## config.mk

```make
export PLATFORM = sky130hd
export DESIGN_NAME = shift_register_universal
export DESIGN_NICKNAME = d
export VERILOG_FILES = /design/src/rtl/shift_register_universal.sv
export SDC_FILE = /design/constraint.sdc
export NUM_CORES = 1
export LEC_CHECK = 0
export ABC_AREA = 1
export CAP_MARGIN = 5
export CORE_UTILIZATION = 49
export DETAILED_ROUTE_END_ITERATION = 6
export PLACE_DENSITY = 0.8
export SKIP_CTS_REPAIR_TIMING = 1
export SYNTH_ARGS = -nofsm -noshare
export SYNTH_HDL_FRONTEND = slang
export SYNTH_SLANG_ARGS = --single-unit
```

## constraint.sdc

```tcl
create_clock -name clk -period 2.41 [get_ports clk]
set_clock_uncertainty 0.2 [all_clocks]
set_input_delay 0.723 -clock clk [delete_from_list [all_inputs] [get_ports clk]]
set_output_delay 0.723 -clock clk [all_outputs]
set_load 0.1 [all_outputs]
```

## src/rtl/shift_register_universal.sv

```systemverilog
// shift_register_universal
// WIDTH-bit universal register: hold, parallel load, shift left/right,
// rotate left/right, increment and decrement, selected by a 3-bit mode.
// Flags: zero (combinational from q), sout (registered serial-out bit),
// co (registered one-cycle carry/borrow pulse from count operations).
// Optional build macro SHIFTREG_PARITY_EN adds a 'parity' output that is
// the XOR reduction of q.
module shift_register_universal #(
  parameter int                 WIDTH       = 8,
  parameter logic [WIDTH-1:0]   RESET_VALUE = '0
) (
  input  logic             clk,
  input  logic             rst,
  input  logic             en,
  input  logic [2:0]       mode,
  input  logic [WIDTH-1:0] d,
  input  logic             sin,
  output logic [WIDTH-1:0] q,
  output logic             sout,
  output logic             zero,
`ifdef SHIFTREG_PARITY_EN
  output logic             parity,
`endif
  output logic             co
);

  // Shift/rotate indexing needs at least two bits to be meaningful.
  generate
    if (WIDTH < 2) begin : g_width_check
      $error("shift_register_universal: WIDTH must be >= 2");
    end
  endgenerate

  localparam logic [2:0] MODE_HOLD = 3'b000;
  localparam logic [2:0] MODE_LOAD = 3'b001;
  localparam logic [2:0] MODE_SHL  = 3'b010;
  localparam logic [2:0] MODE_SHR  = 3'b011;
  localparam logic [2:0] MODE_ROL  = 3'b100;
  localparam logic [2:0] MODE_ROR  = 3'b101;
  localparam logic [2:0] MODE_INC  = 3'b110;
  localparam logic [2:0] MODE_DEC  = 3'b111;

  localparam logic [WIDTH-1:0] ONE = WIDTH'(1);

  logic [WIDTH-1:0] q_q, q_d;
  logic             sout_q, sout_d;
  logic             co_q, co_d;

  // Candidate next values for each bit-moving operation, built per bit so
  // the end bits (serial input / wrap-around) are explicit.
  logic [WIDTH-1:0] shl_v, shr_v, rol_v, ror_v;

  genvar gi;
  generate
    for (gi = 0; gi < WIDTH; gi++) begin : g_bit
      if (gi == 0) begin : g_lsb
        assign shl_v[gi] = sin;
        assign rol_v[gi] = q_q[WIDTH-1];
      end else begin : g_not_lsb
        assign shl_v[gi] = q_q[gi-1];
        assign rol_v[gi] = q_q[gi-1];
      end
      if (gi == WIDTH-1) begin : g_msb
        assign shr_v[gi] = sin;
        assign ror_v[gi] = q_q[0];
      end else begin : g_not_msb
        assign shr_v[gi] = q_q[gi+1];
        assign ror_v[gi] = q_q[gi+1];
      end
    end
  endgenerate

  // Wrap detection for the count operations: only the all-ones / all-zeros
  // starting values produce a carry / borrow.
  logic q_all_ones;
  logic q_all_zero;
  assign q_all_ones = &q_q;
  assign q_all_zero = ~|q_q;

  // Next-state selection; co defaults low so it can only ever pulse.
  always_comb begin
    q_d    = q_q;
    sout_d = sout_q;
    co_d   = 1'b0;
    if (en) begin
      case (mode)
        MODE_HOLD: begin
          q_d = q_q;
        end
        MODE_LOAD: begin
          q_d = d;
        end
        MODE_SHL: begin
          q_d    = shl_v;
          sout_d = q_q[WIDTH-1];
        end
        MODE_SHR: begin
          q_d    = shr_v;
          sout_d = q_q[0];
        end
        MODE_ROL: begin
          q_d    = rol_v;
          sout_d = q_q[WIDTH-1];
        end
        MODE_ROR: begin
          q_d    = ror_v;
          sout_d = q_q[0];
        end
        MODE_INC: begin
          q_d  = q_q + ONE;
          co_d = q_all_ones;
        end
        MODE_DEC: begin
          q_d  = q_q - ONE;
          co_d = q_all_zero;
        end
        default: begin
          q_d = q_q;
        end
      endcase
    end
  end

  // State register; reset overrides any operation requested in that cycle.
  always_ff @(posedge clk) begin
    if (rst) begin
      q_q    <= RESET_VALUE;
      sout_q <= 1'b0;
      co_q   <= 1'b0;
    end else begin
      q_q    <= q_d;
      sout_q <= sout_d;
      co_q   <= co_d;
    end
  end

  assign q    = q_q;
  assign sout = sout_q;
  assign co   = co_q;
  assign zero = q_all_zero;

`ifdef SHIFTREG_PARITY_EN
  assign parity = ^q_q;
`endif

endmodule
```

==> flow_metrics.py, run 1 <==
metrics = {
    "sta": {
        "timing.hold.ws_ns": 0.335,
        "finalSetupViolations": 0,
        "slew_headroom_pct": 78.5,
        "period_minus_slack_ns": 2.34,
        "fin_tns_setup_ns": 0,
        "max_freq_mhz": 427,
        "tightest_slew_ns": 0.323,
        "hold_viol": 0,
        "grt_setup_unrepaired": "no",
        "period_share_pct": 97.2,
        "drv_slew": 0,
    },
    "finish": {
        "nNetsFinal": 245,
        "drive_above_1_share_pct": 27.2,
        "stdcell_area_mm2": 0.00162,
        "nFillCells": 126,
        "fin_util_pct": 81.8,
        "area_growth_pct": 54.8,
        "num_antenna_cells": 0,
    },
    "setup_path": {
        "cp_slowest_cell": "dfxtp_4",
        "r2r_end": "q[6]$_SDFFE_PP0P_",
        "path_cells": "inv_4 -> nand4_1 -> nor3_4 -> buf_12",
        "crit_fanout": 6,
        "critPathRequiredTime_ns": 1.49,
        "start_kind": "register",
        "cp.arrival_ns": 1.42,
        "r2r_cells": 16,
        "setup.worst_path.end": "zero",
        "startpoint": "q[3]$_SDFFE_PP0P_",
        "crit_type": "register to output pin",
        "rrSetupSlack_ns": 0.44,
        "r2r_start": "q[1]$_SDFFE_PP0P_",
        "slowest_delay_ns": 0.39,
        "crit_path_end_kind": "output pin",
    },
    "clock_tree": {
        "clk_latency_ns": 0.28,
        "htree_levels": 1,
        "clockRootBuffer": "clkbuf_4",
        "cts_buffers": 3,
        "cts.path.max_buffers": 2,
        "cts.clk_slew.worst_paths_ns": 0.08,
        "cts.sinks": 10,
        "cts_tree": "yes",
    },
    "logic_synthesis": {
        "synthCells": 181,
        "synth_area_leaders": "nand2_1, dfxtp_1, inv_1",
        "syn_area_per_cell_um2": 5.79,
        "synthTopCellsByCount": "nand2_1, inv_1, nand3_1, o21ai_0, dfxtp_1",
        "synth_edf_count": 0,
        "synth.most_common_cell": "nand2_1",
        "yosys_warnings": 0,
        "ys_ff_latch": 10,
        "ys_async_sr_fraction_pct": 0,
        "synth_top_area_share_pct": 19.7,
        "syn-num-nets": 197,
        "synth_top_cell_by_area": "nand2_1",
        "synth-main-ff-cell": "dfxtp_1",
        "netlist_area_mm2": 0.00105,
        "ys_seq_area_share_pct": 19.1,
        "ys_types": 28,
    },
    "global_routing": {
        "met2_usage_pct": 66.1,
        "grtUsageMet3_pct": 2.59,
        "grt_pass1_vias": 1243,
        "track_usage_pct": 33.9,
        "grt_pass1_wl_um": 5330,
        "grt_busiest_layer": "met2",
        "grt_antenna_before_repair": 0,
        "grt_max_degree": 10,
        "grt_use_met1_pct": 37.0,
        "globalRouteOverflowTotal": 0,
    },
    "floorplan": {
        "dieArea_mm2": 0.00233,
        "fp.dieH_um": 48.2,
        "die_w_um": 48.2,
        "start_util_pct": 52.8,
        "core_mm2": 0.00198,
        "ios": 26,
        "rows": 16,
    },
    "route": {
        "detail-route-antenna-nets": 0,
        "wire_per_inst_um": 15.1,
        "drtPass1Iterations": 5,
        "drtIter0Drc": 128,
        "drc_errors": 0,
        "routed_wl_um": 3860,
        "num_vias": 1481,
        "vias_per_cell": 5.81,
    },
    "pwr": {
        "peakVddDrop_mv": 0.423,
        "power_leakage_nw": 0.799,
        "power.density_mw_per_mm2": 439,
        "finalPower_uw": 712,
    },
    "place": {
        "placed_area_mm2": 0.00160,
        "hpwl_um": 2840,
        "place_congestion": 0.927,
        "io_buffer_count": 25,
    },
    "hold_path": {
        "hold_path_class": "register to register",
    },
    "run_status": {
        "status": "complete, no violations",
    },
    "flow_run": {
        "drv_cap": 0,
    },
}
==> sequential cells by signal, summed over array words and instances (netlist names) <==
signal / count
q: 8
co: 1
sout: 1
==> metrics by stage <==
stage,std cells,setup WS [ns]
2_1_floorplan,181,-0.0558
3_3_place_gp,251,-0.373
6_report,255,0.0669
4_1_cts,255,-0.224
3_5_place_dp,251,-0.483
5_1_grt,255,0.0151
==> logic make-up (layout without fill, tap and decap cells) <==
kind of cell | after synthesis | in the layout | share of synthesized area, %
and+or+nand+nor | 96 | 96 | 42.3
AOI/OAI and AO/OA | 37 | 37 | 22.5
buffers and inverters | 36 | 83 | 14.1
DFF | 10 | 10 | 19.1
adders and majority gates | 1 | 1 | 1.19
xor gates and xnor gates | 1 | 1 | 0.836
==> metal layers <==
| layer | wire length [um] | share of wire, % | vias up |
|---|---|---|---|
| met5 | 0 | 0 | - |
| met4 | 123 | 3.2 | 0 |
| met3 | 258 | 6.7 | 21 |
| met2 | 1970 | 51 | 96 |
| met1 | 1510 | 39 | 669 |
| li1 | - | - | 695 |
==> critical path: cells and delay by family, from the launching register on <==
family	cells	cell delay, ns
buffers and inverters	2	0.28
DFF	1	0.39
and+or+nand+nor	2	0.47
==> placed cells by master (no fill, tap or decap), types with 3 or more instances in the layout <==
master | synthesis | final
buf_12 | 0 | 10
inv_2 | 0 | 3
nand3_1 | 17 | 17
nand2_1 | 55 | 55
o21ai_0 | 11 | 11
a31oi_1 | 3 | 3
nand4_1 | 3 | 3
dfxtp_4 | 0 | 7
clkdlybuf4s50_1 | 0 | 11
inv_1 | 33 | 29
clkbuf_4 | 0 | 3
a21oi_1 | 9 | 9
nor2_1 | 9 | 9
a221oi_1 | 5 | 5
buf_4 | 0 | 21
nand2_2 | 5 | 5
==> worst min path at each step <==
stage | startpoint | end | slack, ns | depth (start not counted)
after floorplan | q[5]$_SDFFE_PP0P_ | q[5]$_SDFFE_PP0P_ | 0.44 | 2
after global placement | q[4]$_SDFFE_PP0P_ | q[4]$_SDFFE_PP0P_ | 0.31 | 2
after detailed placement | q[4]$_SDFFE_PP0P_ | q[4]$_SDFFE_PP0P_ | 0.32 | 2
after CTS | q[4]$_SDFFE_PP0P_ | q[4]$_SDFFE_PP0P_ | 0.33 | 2
after global routing | q[4]$_SDFFE_PP0P_ | q[4]$_SDFFE_PP0P_ | 0.37 | 2
final | q[4]$_SDFFE_PP0P_ | q[4]$_SDFFE_PP0P_ | 0.34 | 2
==> area by class of cell <==
class | count | area (um^2) | share of cell area [%]
repair buffers | 45 | 490 | 30.2
multi-input cells | 135 | 711 | 43.8
inverters | 34 | 133 | 8.18
clock buffers | 4 | 26.3 | 1.62
well taps | 27 | 33.8 | 2.08
flip-flops and latches | 10 | 228 | 14.0
==> power breakdown <==
group          leakage [nW]  internal, mW  switching, mW  total (mW)
clock                0.0150        0.0643         0.0674       0.132
sequential           0.0872         0.175         0.0258       0.201
combinational         0.697         0.145          0.235       0.380
total                 0.799         0.384          0.328       0.712
No activity file was read; power rests on OpenSTA's default activity.
==> inputs of run 2 (changes only) <==
GPL_TIMING_DRIVEN = 0   (was unset)
==> run 2 against run 1 <==
Setup slack got worse by 0.0067 ns. Largest cell class unchanged. Highest routed layer unchanged. Largest power group unchanged. Die area is the same. Critical endpoint is now q[3]. The run now ends with design-rule violations left. Routed wire length fell by 21%.
==> flow_metrics.py, run 2 (synthesis results as in run 1) <==
metrics = {
    "run_status": {
        "status": "finished, violations left",
        "violations": "design-rule violations",
    },
    "pwr": {
        "peakVddDrop_mv": 0.402,
        "power.density_mw_per_mm2": 444,
        "power_leakage_nw": 0.813,
    },
    "clock_tree": {
        "htree_levels": 1,
        "cts.sinks": 10,
        "clk_latency_ns": 0.27,
        "cts_buffers": 3,
        "cts_tree": "yes",
        "cts.clk_slew.worst_paths_ns": 0.07,
        "cts.path.max_buffers": 2,
        "clockRootBuffer": "clkbuf_4",
    },
    "finish": {
        "num_antenna_cells": 0,
        "multiInputGateArea_um2": 714,
        "layout.area.seq_um2": 228,
        "largest_reg_flops": 8,
        "nNetsFinal": 228,
        "stdcell_area_mm2": 0.00141,
        "fin_util_pct": 71.3,
        "final_cell_mix": "nand2_1, inv_1, nand3_1",
        "area_growth_pct": 35.0,
        "final_common_cell": "nand2_1",
        "drive_above_1_share_pct": 18.0,
        "nFillCells": 179,
    },
    "place": {
        "io_buffer_count": 23,
        "hpwl_um": 2380,
        "placed_area_mm2": 0.00135,
        "place_congestion": 0.869,
        "pre_cts_ws_ns": -0.650,
    },
    "floorplan": {
        "die_w_um": 48.2,
        "rows": 16,
        "start_util_pct": 52.8,
        "fp.dieH_um": 48.2,
        "ios": 26,
        "dieArea_mm2": 0.00233,
        "core_mm2": 0.00198,
    },
    "sta": {
        "tightest_slew_ns": 0.979,
        "fin_tns_setup_ns": 0,
        "hold_viol": 0,
        "fin_ws_ns": 0.0601,
        "period_share_pct": 97.5,
        "slew_headroom_pct": 34.6,
        "finalSetupViolations": 0,
        "period_minus_slack_ns": 2.35,
        "grt_setup_unrepaired": "no",
        "drv_slew": 0,
        "max_freq_mhz": 426,
    },
    "setup_path": {
        "cp_top_family": "buffers and inverters",
        "slowest_delay_ns": 0.75,
        "cp_num_buf_inv": 1,
        "critPathRequiredTime_ns": 1.49,
        "path_cells": "dlymetal6s2s_1",
        "crit_type": "register to output pin",
        "cp_slowest_cell": "dlymetal6s2s_1",
        "crit_fanout": 6,
        "crit_path_end_kind": "output pin",
        "cp.arrival_ns": 1.43,
        "start_kind": "register",
    },
    "global_routing": {
        "grt_antenna_before_repair": 0,
        "grt_pass1_wl_um": 4350,
        "grt_max_degree": 11,
        "globalRouteOverflowTotal": 0,
        "grt_pass1_vias": 998,
        "track_usage_pct": 27.2,
    },
    "route": {
        "vias_per_cell": 5.55,
        "num_vias": 1320,
        "routed_wl_um": 3050,
        "detail-route-antenna-nets": 0,
        "drc_errors": 1,
        "drtPass1Iterations": 6,
        "drtIter0Drc": 43,
        "wire_per_inst_um": 12.8,
    },
    "flow_run": {
        "drv_cap": 0,
    },
    "hold_path": {
        "hold_path_class": "register to register",
    },
}
-- run 2: changes by cell type in the layout (fill, tap and decap cells not counted), sizes merged --
| cell | delta |
|---|---|
| clkdlybuf4s50 | -1 |
| clkbuf | +2 |
| dlymetal6s2s | +8 |
| buf | -26 |
-- run 2: layout make-up --
class | count | area share [%]
Buffer | 2 | 1.24
Clock buffer | 4 | 1.86
Inverter | 34 | 9.38
Multi-Input combinational cell | 135 | 50.5
Sequential cell | 10 | 16.1
Tap cell | 27 | 2.39
Timing Repair Buffer | 26 | 18.5
-- run 2: layer usage --
| layer | track usage, % | up-vias | wire length [um] |
|---|---|---|---|
| li1 | - | 668 | - |
| met1 | 36.2 | 588 | 1280 |
| met2 | 45.6 | 59 | 1510 |
| met3 | 3.33 | 5 | 212 |
| met4 | 8.33 | 0 | 40 |
| met5 | 0 | - | 0 |
-- run 2: final timing paths --
| kind | startpoint | end | slack, ns | depth (start not counted) |
|---|---|---|---|---|
| max | q[3]$_SDFFE_PP0P_ | q[3] | 0.06 | 1 |
| min | q[5]$_SDFFE_PP0P_ | q[5]$_SDFFE_PP0P_ | 0.32 | 2 |
| max reg2reg | q[1]$_SDFFE_PP0P_ | q[6]$_SDFFE_PP0P_ | 0.46 | 16 |
| min reg2reg | q[5]$_SDFFE_PP0P_ | q[5]$_SDFFE_PP0P_ | 0.32 | 2 |
-- run 2: through the flow --
stage                     cells  power (mW)  hold slack, ns
after floorplan             181       0.422           0.438
after global placement      231       0.497           0.304
after detailed placement    231       0.504           0.304
after CTS                   235       0.624           0.316
after global routing        238       0.661           0.337
final                       238       0.627           0.315
-- run 2: report_power, final --
| part | internal, mW | switching [mW] | total (mW) |
|---|---|---|---|
| registers | 0.175 | 0.0190 | 0.194 |
| clock network | 0.0640 | 0.0574 | 0.121 |
| logic | 0.0916 | 0.220 | 0.312 |
| total | 0.330 | 0.297 | 0.627 |
-- run 2: tightest hold or removal path: stages, from the launching register on --
cell and delay, ns:
dfxtp_4 0.36, nand2_1 0.06, a21oi_1 0.05
